`src/rtl/traffic_pkg.sv`:
```
// Shared lamp codes and phase encodings for the round-robin traffic controller.
package traffic_pkg;

    typedef enum logic [1:0] {
        PhGreen  = 2'd0,
        PhYellow = 2'd1,
        PhAllred = 2'd2,
        PhWalk   = 2'd3
    } phase_e;

    localparam logic [1:0] LampRed    = 2'b00;
    localparam logic [1:0] LampYellow = 2'b01;
    localparam logic [1:0] LampGreen  = 2'b10;

endpackage

```
`src/rtl/phase_timer.sv`:
```
// Phase timer: synchronous clear, count enable, saturates at all-ones instead of wrapping.
module phase_timer #(
    parameter int unsigned CNT_W = 8
) (
    input  logic             clk_i,
    input  logic             rst_i,
    input  logic             clr_i,
    input  logic             en_i,
    output logic [CNT_W-1:0] count_o
);

    logic [CNT_W-1:0] count_q, count_d;

    // Next count: clear has priority, then saturating increment.
    always_comb begin
        count_d = count_q;
        if (clr_i) begin
            count_d = '0;
        end else if (en_i && (count_q != '1)) begin
            count_d = count_q + 1'b1;
        end
    end

    // Count register with asynchronous reset.
    always_ff @(posedge clk_i or posedge rst_i) begin
        if (rst_i) begin
            count_q <= '0;
        end else begin
            count_q <= count_d;
        end
    end

    assign count_o = count_q;

endmodule

```
`src/rtl/traffic_light_rr.sv`:
```
// Round-robin traffic light controller with pedestrian walk phase and maintenance hold.
module traffic_light_rr
    import traffic_pkg::*;
#(
    parameter int unsigned N_DIR       = 4,
    parameter int unsigned CNT_W       = 8,
    parameter int unsigned T_GREEN_MIN = 4,
    parameter int unsigned T_GREEN_MAX = 10,
    parameter int unsigned T_YELLOW    = 2,
    parameter int unsigned T_ALLRED    = 1,
    parameter int unsigned T_WALK      = 3
) (
    input  logic                     i_clk,
    input  logic                     i_rst,
    input  logic [N_DIR-1:0]         i_sense,
    input  logic                     i_ped,
    input  logic                     i_hold,
    output logic [2*N_DIR-1:0]       o_light,
    output logic                     o_walk,
    output logic [$clog2(N_DIR)-1:0] o_dir,
    output logic [1:0]               o_phase
);

    localparam int unsigned      DirW     = $clog2(N_DIR);
    localparam longint unsigned  TimerMax = (64'd1 << CNT_W) - 64'd1;
    localparam logic [2*N_DIR-1:0] LightRst = {{(2*N_DIR-2){1'b0}}, LampGreen};

    if (N_DIR < 2 || N_DIR > 8) begin : g_bad_ndir
        $error("N_DIR must be within 2..8");
    end
    if (T_GREEN_MIN == 0 || T_GREEN_MAX == 0 || T_YELLOW == 0 || T_ALLRED == 0
        || T_WALK == 0) begin : g_bad_zero
        $error("phase lengths must be non-zero");
    end
    if (T_GREEN_MAX < T_GREEN_MIN) begin : g_bad_order
        $error("T_GREEN_MAX must not be below T_GREEN_MIN");
    end
    if (64'(T_GREEN_MIN) > TimerMax || 64'(T_GREEN_MAX) > TimerMax
        || 64'(T_YELLOW) > TimerMax || 64'(T_ALLRED) > TimerMax
        || 64'(T_WALK) > TimerMax) begin : g_bad_width
        $error("phase length does not fit in CNT_W-bit timer");
    end

    phase_e              phase_q, phase_d;
    logic [DirW-1:0]     dir_q, dir_d;
    logic                ped_q, ped_d;
    logic [2*N_DIR-1:0]  light_q, light_d;
    logic                walk_q, walk_d;
    logic [CNT_W-1:0]    timer;
    logic                timer_clr;
    logic [DirW-1:0]     nxt_dir;
    logic [DirW-1:0]     cand;
    logic                found;
    logic [N_DIR-1:0]    own_mask;
    logic                demand;
    logic                green_exit;

    phase_timer #(
        .CNT_W (CNT_W)
    ) u_timer (
        .clk_i   (i_clk),
        .rst_i   (i_rst),
        .clr_i   (timer_clr),
        .en_i    (1'b1),
        .count_o (timer)
    );

    // Round-robin search for the next sensed direction; the current one is the last candidate.
    always_comb begin
        nxt_dir = (dir_q == DirW'(N_DIR - 1)) ? '0 : dir_q + 1'b1;
        found   = 1'b0;
        cand    = '0;
        for (int unsigned k = 1; k <= N_DIR; k++) begin
            cand = DirW'((32'(dir_q) + k) % N_DIR);
            if (!found && i_sense[cand]) begin
                nxt_dir = cand;
                found   = 1'b1;
            end
        end
    end

    // Green exit decision. A timer already past the max (e.g. after a hold) exits at once.
    always_comb begin
        own_mask   = N_DIR'(1) << dir_q;
        demand     = (|(i_sense & ~own_mask)) || ped_q;
        green_exit = demand && !i_hold
                     && (timer >= CNT_W'(T_GREEN_MIN - 1))
                     && (!i_sense[dir_q] || (timer >= CNT_W'(T_GREEN_MAX - 1)));
    end

    // Phase sequencing, direction advance and pedestrian latch.
    always_comb begin
        phase_d = phase_q;
        dir_d   = dir_q;
        case (phase_q)
            PhGreen: begin
                if (green_exit) phase_d = PhYellow;
            end
            PhYellow: begin
                if (timer == CNT_W'(T_YELLOW - 1)) phase_d = PhAllred;
            end
            PhAllred: begin
                if (timer == CNT_W'(T_ALLRED - 1)) begin
                    if (ped_q) begin
                        phase_d = PhWalk;
                    end else begin
                        phase_d = PhGreen;
                        dir_d   = nxt_dir;
                    end
                end
            end
            PhWalk: begin
                if (timer == CNT_W'(T_WALK - 1)) begin
                    phase_d = PhGreen;
                    dir_d   = nxt_dir;
                end
            end
            default: phase_d = PhGreen;
        endcase
        // Entering WALK consumes the request even if i_ped is high on the same edge.
        ped_d     = (phase_d == PhWalk && phase_q != PhWalk) ? 1'b0 : (ped_q | i_ped);
        timer_clr = (phase_d != phase_q);
    end

    // Lamp outputs decoded from the next state so they register on the phase-change edge.
    always_comb begin
        light_d = '0;
        for (int unsigned k = 0; k < N_DIR; k++) begin
            if (DirW'(k) == dir_d) begin
                if (phase_d == PhGreen) begin
                    light_d[2*k +: 2] = LampGreen;
                end else if (phase_d == PhYellow) begin
                    light_d[2*k +: 2] = LampYellow;
                end
            end
        end
        walk_d = (phase_d == PhWalk);
    end

    // State and output registers with asynchronous reset.
    always_ff @(posedge i_clk or posedge i_rst) begin
        if (i_rst) begin
            phase_q <= PhGreen;
            dir_q   <= '0;
            ped_q   <= 1'b0;
            light_q <= LightRst;
            walk_q  <= 1'b0;
        end else begin
            phase_q <= phase_d;
            dir_q   <= dir_d;
            ped_q   <= ped_d;
            light_q <= light_d;
            walk_q  <= walk_d;
        end
    end

    assign o_light = light_q;
    assign o_walk  = walk_q;
    assign o_dir   = dir_q;
    assign o_phase = phase_q;

endmodule

```
`config.mk`:
```
export PLATFORM = sky130hd
export DESIGN_NAME = traffic_light_rr
export DESIGN_NICKNAME = d
export VERILOG_FILES = /design/src/rtl/traffic_pkg.sv /design/src/rtl/phase_timer.sv /design/src/rtl/traffic_light_rr.sv
export SDC_FILE = /design/constraint.sdc
export NUM_CORES = 1
export LEC_CHECK = 0
export ABC_AREA = 1
export CELL_PAD_IN_SITES_DETAIL_PLACEMENT = 1
export CELL_PAD_IN_SITES_GLOBAL_PLACEMENT = 1
export CORE_UTILIZATION = 45
export CTS_CLUSTER_SIZE = 12
export DETAILED_ROUTE_END_ITERATION = 10
export DONT_BUFFER_PORTS = 1
export MAX_ROUTING_LAYER = met4
export PLACE_DENSITY = 0.77
export SKIP_LAST_GASP = 1
export SYNTH_ARGS = -nofsm -noshare
export SYNTH_HDL_FRONTEND = slang
export SYNTH_SLANG_ARGS = --single-unit
```
`constraint.sdc`:
```
create_clock -name i_clk -period 2.5 [get_ports i_clk]
set_input_delay 0.25 -clock i_clk [delete_from_list [all_inputs] [get_ports i_clk]]
set_output_delay 0.25 -clock i_clk [all_outputs]
set_load 0.05 [all_outputs]
```
==> results of run 1 <==
cell type report:
cell class / count / share of cell area, %
Multi-Input combinational cell: 167 / 51.2
Sequential cell: 22 / 33.1
Inverter: 36 / 8.10
Tap cell: 46 / 3.45
Clock buffer: 4 / 2.18
Timing Repair Buffer: 4 / 1.95
kinds of logic after synthesis:
family | count (synthesis) | share of synthesized area (%)
xor+xnor | 2 | 1.12
flops | 22 | 35.3
fa+ha+maj | 9 | 7.21
compound gates | 19 | 7.13
simple gates | 137 | 39.3
buf+inv | 39 | 9.94
layer usage:
layer  global-route usage [%]  up-vias
li1                         -      729
met1                     30.0      695
met2                     43.5       25
met3                     3.41        7
met4                     8.44        0
met5                        -        -
synthesized netlist by cell type (4+ instances only):
master                    number
sky130_fd_sc_hd__nor2_1       31
sky130_fd_sc_hd__a21oi_1       4
sky130_fd_sc_hd__nand3_1      31
sky130_fd_sc_hd__nand2_1      57
sky130_fd_sc_hd__nand2_2       5
sky130_fd_sc_hd__dfrtp_1      21
sky130_fd_sc_hd__inv_2         5
sky130_fd_sc_hd__inv_1        31
sky130_fd_sc_hd__o21ai_0       7
sky130_fd_sc_hd__ha_1          9
sky130_fd_sc_hd__nor3_1        5
flip-flops by register name, indices dropped and copies added, names as in the netlist:
name and cells:
o_dir 2, u_timer.count_o 8, o_walk 1, o_light 8, o_phase 2, ped_q 1
placed cells by master (no fill, tap or decap):
cell type and instances:
sky130_fd_sc_hd__buf_4 3, sky130_fd_sc_hd__o22ai_1 3, sky130_fd_sc_hd__nand3_1 31, sky130_fd_sc_hd__nor3_1 5, sky130_fd_sc_hd__dfstp_2 1, sky130_fd_sc_hd__inv_2 5
sky130_fd_sc_hd__nand2_4 2, sky130_fd_sc_hd__nand2_1 57, sky130_fd_sc_hd__clkbuf_4 3, sky130_fd_sc_hd__o31ai_1 1, sky130_fd_sc_hd__a31oi_1 1, sky130_fd_sc_hd__o211ai_1 1
sky130_fd_sc_hd__nor2_1 31, sky130_fd_sc_hd__o21ai_0 7, sky130_fd_sc_hd__inv_1 31, sky130_fd_sc_hd__xor2_1 2, sky130_fd_sc_hd__dfrtp_1 21, sky130_fd_sc_hd__a21oi_1 4
sky130_fd_sc_hd__o41ai_1 1, sky130_fd_sc_hd__clkbuf_8 1, sky130_fd_sc_hd__a21boi_0 1, sky130_fd_sc_hd__dlygate4sd3_1 1, sky130_fd_sc_hd__nor2_2 3, sky130_fd_sc_hd__ha_1 9
sky130_fd_sc_hd__nand3_2 3, sky130_fd_sc_hd__nand2_2 5
worst max-delay path, stage by stage, from the launching register on:
cell,delay [ns]
sky130_fd_sc_hd__dfrtp_1,0.41
sky130_fd_sc_hd__inv_2,0.15
sky130_fd_sc_hd__ha_1,0.30
sky130_fd_sc_hd__inv_1,0.14
sky130_fd_sc_hd__nand3_2,0.11
sky130_fd_sc_hd__nand2_4,0.10
sky130_fd_sc_hd__nand2_4,0.06
sky130_fd_sc_hd__nor2_2,0.12
sky130_fd_sc_hd__nand2_1,0.08
sky130_fd_sc_hd__nand3_1,0.13
sky130_fd_sc_hd__nand2_1,0.07
sky130_fd_sc_hd__nor2_1,0.16
sky130_fd_sc_hd__nand2_1,0.10
sky130_fd_sc_hd__nor2_1,0.11
what timing repair did:
| action | 4_1_cts | 5_1_grt |
|---|---|---|
| hold buffers | 1 | 0 |
| buffers inserted | 0 | 0 |
| endpoints found under the hold margin | 21 | 0 |
final timing paths:
check,cells past startpoint,endpoint
hold reg to reg,3,u_timer.count_o[7]
max in group asynchronous,2,o_light[4]
hold / removal,2,ped_q
setup reg to reg,13,o_light[2]
min in group asynchronous,2,u_timer.count_o[7]
setup / recovery,13,o_light[2]
where the power goes:
group	internal (mW)	total, mW	switching (mW)
Combinational	0.389	1.30	0.908
Clock	0.0891	0.200	0.111
Sequential	0.466	0.739	0.273
Total	0.943	2.24	1.29
==> results.py, run 1 <==
metrics = {
    "outcome": {
        "run_status": "complete, no violations",
    },
    "floorplan": {
        "die-height_um": 60.9,
        "floorplan.io_pins": 21,
        "placementRows": 21,
        "design.die.area_um2": 3710,
        "coreArea_um2": 3340,
        "start_util_pct": 46.8,
        "die_width_um": 60.9,
    },
    "timing": {
        "slew_worst_pin_ns": 0.850,
        "setup_viol": 0,
        "final_hold_vios": 0,
        "whs_ns": 0.0732,
        "timing.max_slew.rel_slack_pct": 43.3,
        "timing.setup.tns_ns": 0,
        "min_period_ns": 2.10,
        "final.period_utilization_pct": 84.0,
        "finClkSkew_ns": 0.0159,
        "timing.final.ws_setup_ns": 0.400,
        "slew_violations": 0,
        "rsz0062_at_grt": "no",
        "achievable-frequency_ghz": 0.476,
    },
    "logic_synthesis": {
        "synth-edff-count": 0,
        "synth_nets": 245,
        "synthArstFlopShare_pct": 100,
        "mappedNetlistArea_um2": 1560,
        "synth.yosys.warnings": 0,
        "synth_top_flop_cell": "sky130_fd_sc_hd__dfrtp_1",
        "yosysTopAreaCellShare_pct": 33.7,
        "ys_ff_latch": 22,
        "yosys.area.top_type": "sky130_fd_sc_hd__dfrtp_1",
        "synthTopCellsByArea": "sky130_fd_sc_hd__dfrtp_1 (34%), sky130_fd_sc_hd__nand2_1 (14%), sky130_fd_sc_hd__nand3_1 (9.9%)",
        "sequential_cell_area_fraction_in_the_yosys_report_pct": 35.3,
        "netlist_instances": 228,
        "netlist-cell-type-count": 25,
        "post_synth.cell_area_avg_um2": 6.85,
    },
    "critical_path": {
        "crit_path_max_fanout": 10,
        "critPathArrivalTime_ns": 2.34,
        "end_kind": "flop",
        "worst-setup-path-type": "flop to flop",
        "rrSetupSlack_ns": 0.40,
        "cp.required_ns": 2.74,
        "startpoint_of_the_worst_setup_timing_path": "o_dir[0]",
        "reg2reg_from": "o_dir[0]",
        "setup.worst_path.start_class": "flop",
    },
    "drt": {
        "met2_length_um": 1970,
        "routed_len_inst_um": 14.2,
        "drt_drc_violations_left": 0,
        "routed_wirelength_um": 3970,
        "dr_wl_met3_um": 143,
        "dr.max_layer_used": "met4",
        "drc_violation_total_after_the_first_tritonroute_iteration": 50,
        "met1Wirelength_um": 1800,
        "dr_total_vias": 1456,
        "vias_per_cell": 5.22,
        "drt-pass1-iter-count": 4,
        "drtAntennaViolNets": 0,
    },
    "grt": {
        "grt_util_all_layers_pct": 25.1,
        "grt_pass1_vias": 1495,
        "wire_length_of_the_first_global_routing_pass_um": 6560,
        "largest_net_degree_at_the_start_of_global_routing": 23,
        "grt_overflow_total": 0,
        "antenna_found_initial": 0,
    },
    "min_path": {
        "hold_class": "primary input to flop",
        "worst_hold_startpoint": "i_ped",
    },
    "cts": {
        "clkTransAtPathRegs_ns": 0.13,
        "tritoncts": "yes",
        "cts_made_buffers": 3,
        "htreeDepth": 1,
        "cts.sink_count": 22,
        "clkLatencyLatePin_ns": 0.32,
        "ctsResizeCount": 0,
        "clockBufferDepth": 2,
        "clockRootBuffer": "sky130_fd_sc_hd__clkbuf_4",
    },
    "placement": {
        "dp_hpwl_um": 3260,
        "globalplace.congestion": 0.844,
        "placedInstanceArea_um2": 1620,
        "buffers_on_ports": 0,
        "post-place-ws_ns": 0.393,
        "place.detailed.instances": 274,
    },
    "pwr": {
        "total_power_mw": 2.24,
        "power.static_leakage_nw": 0.897,
        "max_ir_drop_vdd_mv": 0.722,
        "power.density_cell_area_nw_per_um2": 1340,
    },
    "cells_and_area": {
        "regArea_um2": 552,
        "antenna-diode-count": 0,
        "area_delta_synth_final_pct": 6.81,
        "n_fill_cell": 465,
        "post_layout_nonfiller_instances": 279,
        "multiInputGateArea_um2": 855,
        "nNetsFinal": 251,
        "design_area_um2": 1670,
        "layout-drive-gt1-share_pct": 11.2,
        "final_core_util_pct": 50.0,
    },
    "flow_run": {
        "maxCapViolCount": 0,
    },
}
Note: power is estimated with default switching activity, not from simulation.
==> run 2, diff against run 1 <==
Clock period 2.5 ns to 2.1 ns, I/O delays scaled along.
==> results.py, run 2 (synthesis gave the netlist of run 1 again) <==
metrics = {
    "outcome": {
        "run_status": "complete, no violations",
    },
    "drt": {
        "routed_len_inst_um": 14.7,
        "drtAntennaViolNets": 0,
        "vias_per_cell": 5.20,
        "dr_total_vias": 1472,
        "drc_violation_total_after_the_first_tritonroute_iteration": 70,
        "drt-pass1-iter-count": 4,
        "routed_wirelength_um": 4160,
        "drt_drc_violations_left": 0,
    },
    "timing": {
        "achievable-frequency_ghz": 0.526,
        "min_period_ns": 1.90,
        "slew_violations": 0,
        "final.period_utilization_pct": 90.6,
        "finClkSkew_ns": 0.0104,
        "timing.max_slew.rel_slack_pct": 44.5,
        "slew_worst_pin_ns": 0.832,
        "final_hold_vios": 0,
        "whs_ns": 0.0250,
        "setup_viol": 0,
        "rsz0062_at_grt": "no",
        "timing.setup.tns_ns": 0,
    },
    "critical_path": {
        "cp.required_ns": 2.32,
        "crit_path_max_fanout": 13,
        "setup.worst_path.start_class": "flop",
        "critPathArrivalTime_ns": 2.12,
        "end_kind": "flop",
        "r2r_endpoint": "u_timer.count_o[5]",
        "ff2ff_path_depth": 10,
        "rrSetupSlack_ns": 0.20,
        "reg2reg_from": "o_dir[0]",
        "worst-setup-path-type": "flop to flop",
    },
    "min_path": {
        "hold_class": "primary input to flop",
        "min_delay_path_depth": 2,
        "hold_path_sink": "ped_q",
        "worst_hold_startpoint": "i_ped",
    },
    "pwr": {
        "clockPowerShare_pct": 8.6,
        "power.switching_fraction_pct": 56.9,
        "power.combinational.fraction_pct": 60.7,
        "internal_power_mw": 1.21,
        "max_ir_drop_vdd_mv": 0.861,
        "switchingPower_mw": 1.60,
        "power.static_leakage_nw": 0.923,
        "power.density_cell_area_nw_per_um2": 1610,
        "power.share.sequential_pct": 30.7,
    },
    "cts": {
        "clockBufferDepth": 2,
        "clockRootBuffer": "sky130_fd_sc_hd__clkbuf_4",
        "htreeDepth": 1,
        "cts_made_buffers": 3,
        "clkLatencyLatePin_ns": 0.32,
        "clkTransAtPathRegs_ns": 0.13,
        "cts.sink_count": 22,
        "tritoncts": "yes",
    },
    "grt": {
        "antenna_found_initial": 0,
        "largest_net_degree_at_the_start_of_global_routing": 23,
        "wire_length_of_the_first_global_routing_pass_um": 6780,
        "grt_util_all_layers_pct": 25.9,
        "grt_pass1_vias": 1547,
        "grt_overflow_total": 0,
    },
    "cells_and_area": {
        "design_area_um2": 1740,
        "antenna-diode-count": 0,
        "area_delta_synth_final_pct": 11.6,
        "final_common_cell": "sky130_fd_sc_hd__nand2_1",
        "layout-drive-gt1-share_pct": 17.3,
        "mostFrequentLayoutCells": "sky130_fd_sc_hd__nand2_1 (57), sky130_fd_sc_hd__inv_1 (30), sky130_fd_sc_hd__nand3_1 (30)",
        "nNetsFinal": 255,
    },
    "placement": {
        "buffers_on_ports": 0,
        "dp_hpwl_um": 3410,
        "placedInstanceArea_um2": 1650,
        "globalplace.congestion": 0.878,
    },
    "floorplan": {
        "die-height_um": 60.9,
        "start_util_pct": 46.8,
        "placementRows": 21,
        "die_width_um": 60.9,
        "design.die.area_um2": 3710,
        "floorplan.io_pins": 21,
        "coreArea_um2": 3340,
    },
    "flow_run": {
        "maxCapViolCount": 0,
    },
}
run 2: cell count changes in the layout (fill, tap and decap cells not counted), sizes merged:
| cell | previous run | this run |
|---|---|---|
| buf | 3 | 7 |
run 2: worst max-delay path by stage:
| stage | start | endpoint | depth (start not counted) | slack, ns |
|---|---|---|---|---|
| after CTS | u_timer.count_o[0] | u_timer.count_o[2] | 10 | 0.08 |
| after global placement | o_dir[1] | o_light[1] | 13 | 0.20 |
| after detailed placement | o_dir[1] | o_light[6] | 15 | 0.11 |
| final | o_dir[0] | u_timer.count_o[5] | 10 | 0.20 |
| after floorplan | o_dir[1] | o_light[1] | 14 | 0.009 |
| after global routing | o_dir[0] | u_timer.count_o[5] | 10 | 0.0006 |
run 2: metal layers:
metal	track usage [%]	routed length [um]
met5	-	0
met4	8.44	48
met3	2.77	100
met2	43.6	2070
met1	32.4	1940
run 2: area by class of cell:
| cell class | instances | area [um2] |
|---|---|---|
| fillers | 460 | 1590 |
| clock buffers | 4 | 36.3 |
| multi-input cells | 167 | 896 |
| well taps | 46 | 57.6 |
| inverters | 36 | 135 |
| flip-flops and latches | 22 | 556 |
| repair buffers | 8 | 62.6 |
run 2: stage by stage:
stage	total power, mW	util [%]	std cells	setup WS, ns
3_5_place_dp	2.48	49.3	277	0.107
3_3_place_gp	2.39	49.3	277	0.204
6_report	2.81	52.2	283	0.198
4_1_cts	2.73	50.7	282	0.0810
5_1_grt	3.06	52.2	283	0.000630
2_1_floorplan	2.09	-	228	0.00899
run 2: worst max-delay path, stage by stage, from the launching register on:
cell and delay, ns:
sky130_fd_sc_hd__dfrtp_2 0.43, sky130_fd_sc_hd__buf_4 0.23, sky130_fd_sc_hd__ha_1 0.26, sky130_fd_sc_hd__o22ai_1 0.16, sky130_fd_sc_hd__nor3_1 0.07, sky130_fd_sc_hd__nor3_1 0.12
sky130_fd_sc_hd__nand2_1 0.12, sky130_fd_sc_hd__nand2_1 0.12, sky130_fd_sc_hd__nand2_1 0.09, sky130_fd_sc_hd__nand2_4 0.13, sky130_fd_sc_hd__nor2_1 0.05
run 2: power by group through the flow:
| stage | combinational, mW | clock, mW | sequential [mW] |
|---|---|---|---|
| floorplan | 1.15 | 0 | 0.946 |
| global placement | 1.53 | 0 | 0.858 |
| detailed placement | 1.61 | 0 | 0.868 |
| CTS | 1.62 | 0.249 | 0.861 |
| global route | 1.92 | 0.262 | 0.882 |
| finish | 1.71 | 0.243 | 0.861 |
run 2: repair_timing:
action | 4_1_cts | 5_1_grt
hold endpoints to repair | 21 | 0
gates resized for setup | 0 | 11
setup buffers | 0 | 1
hold buffers | 1 | 0
setup endpoints to repair | 0 | 16
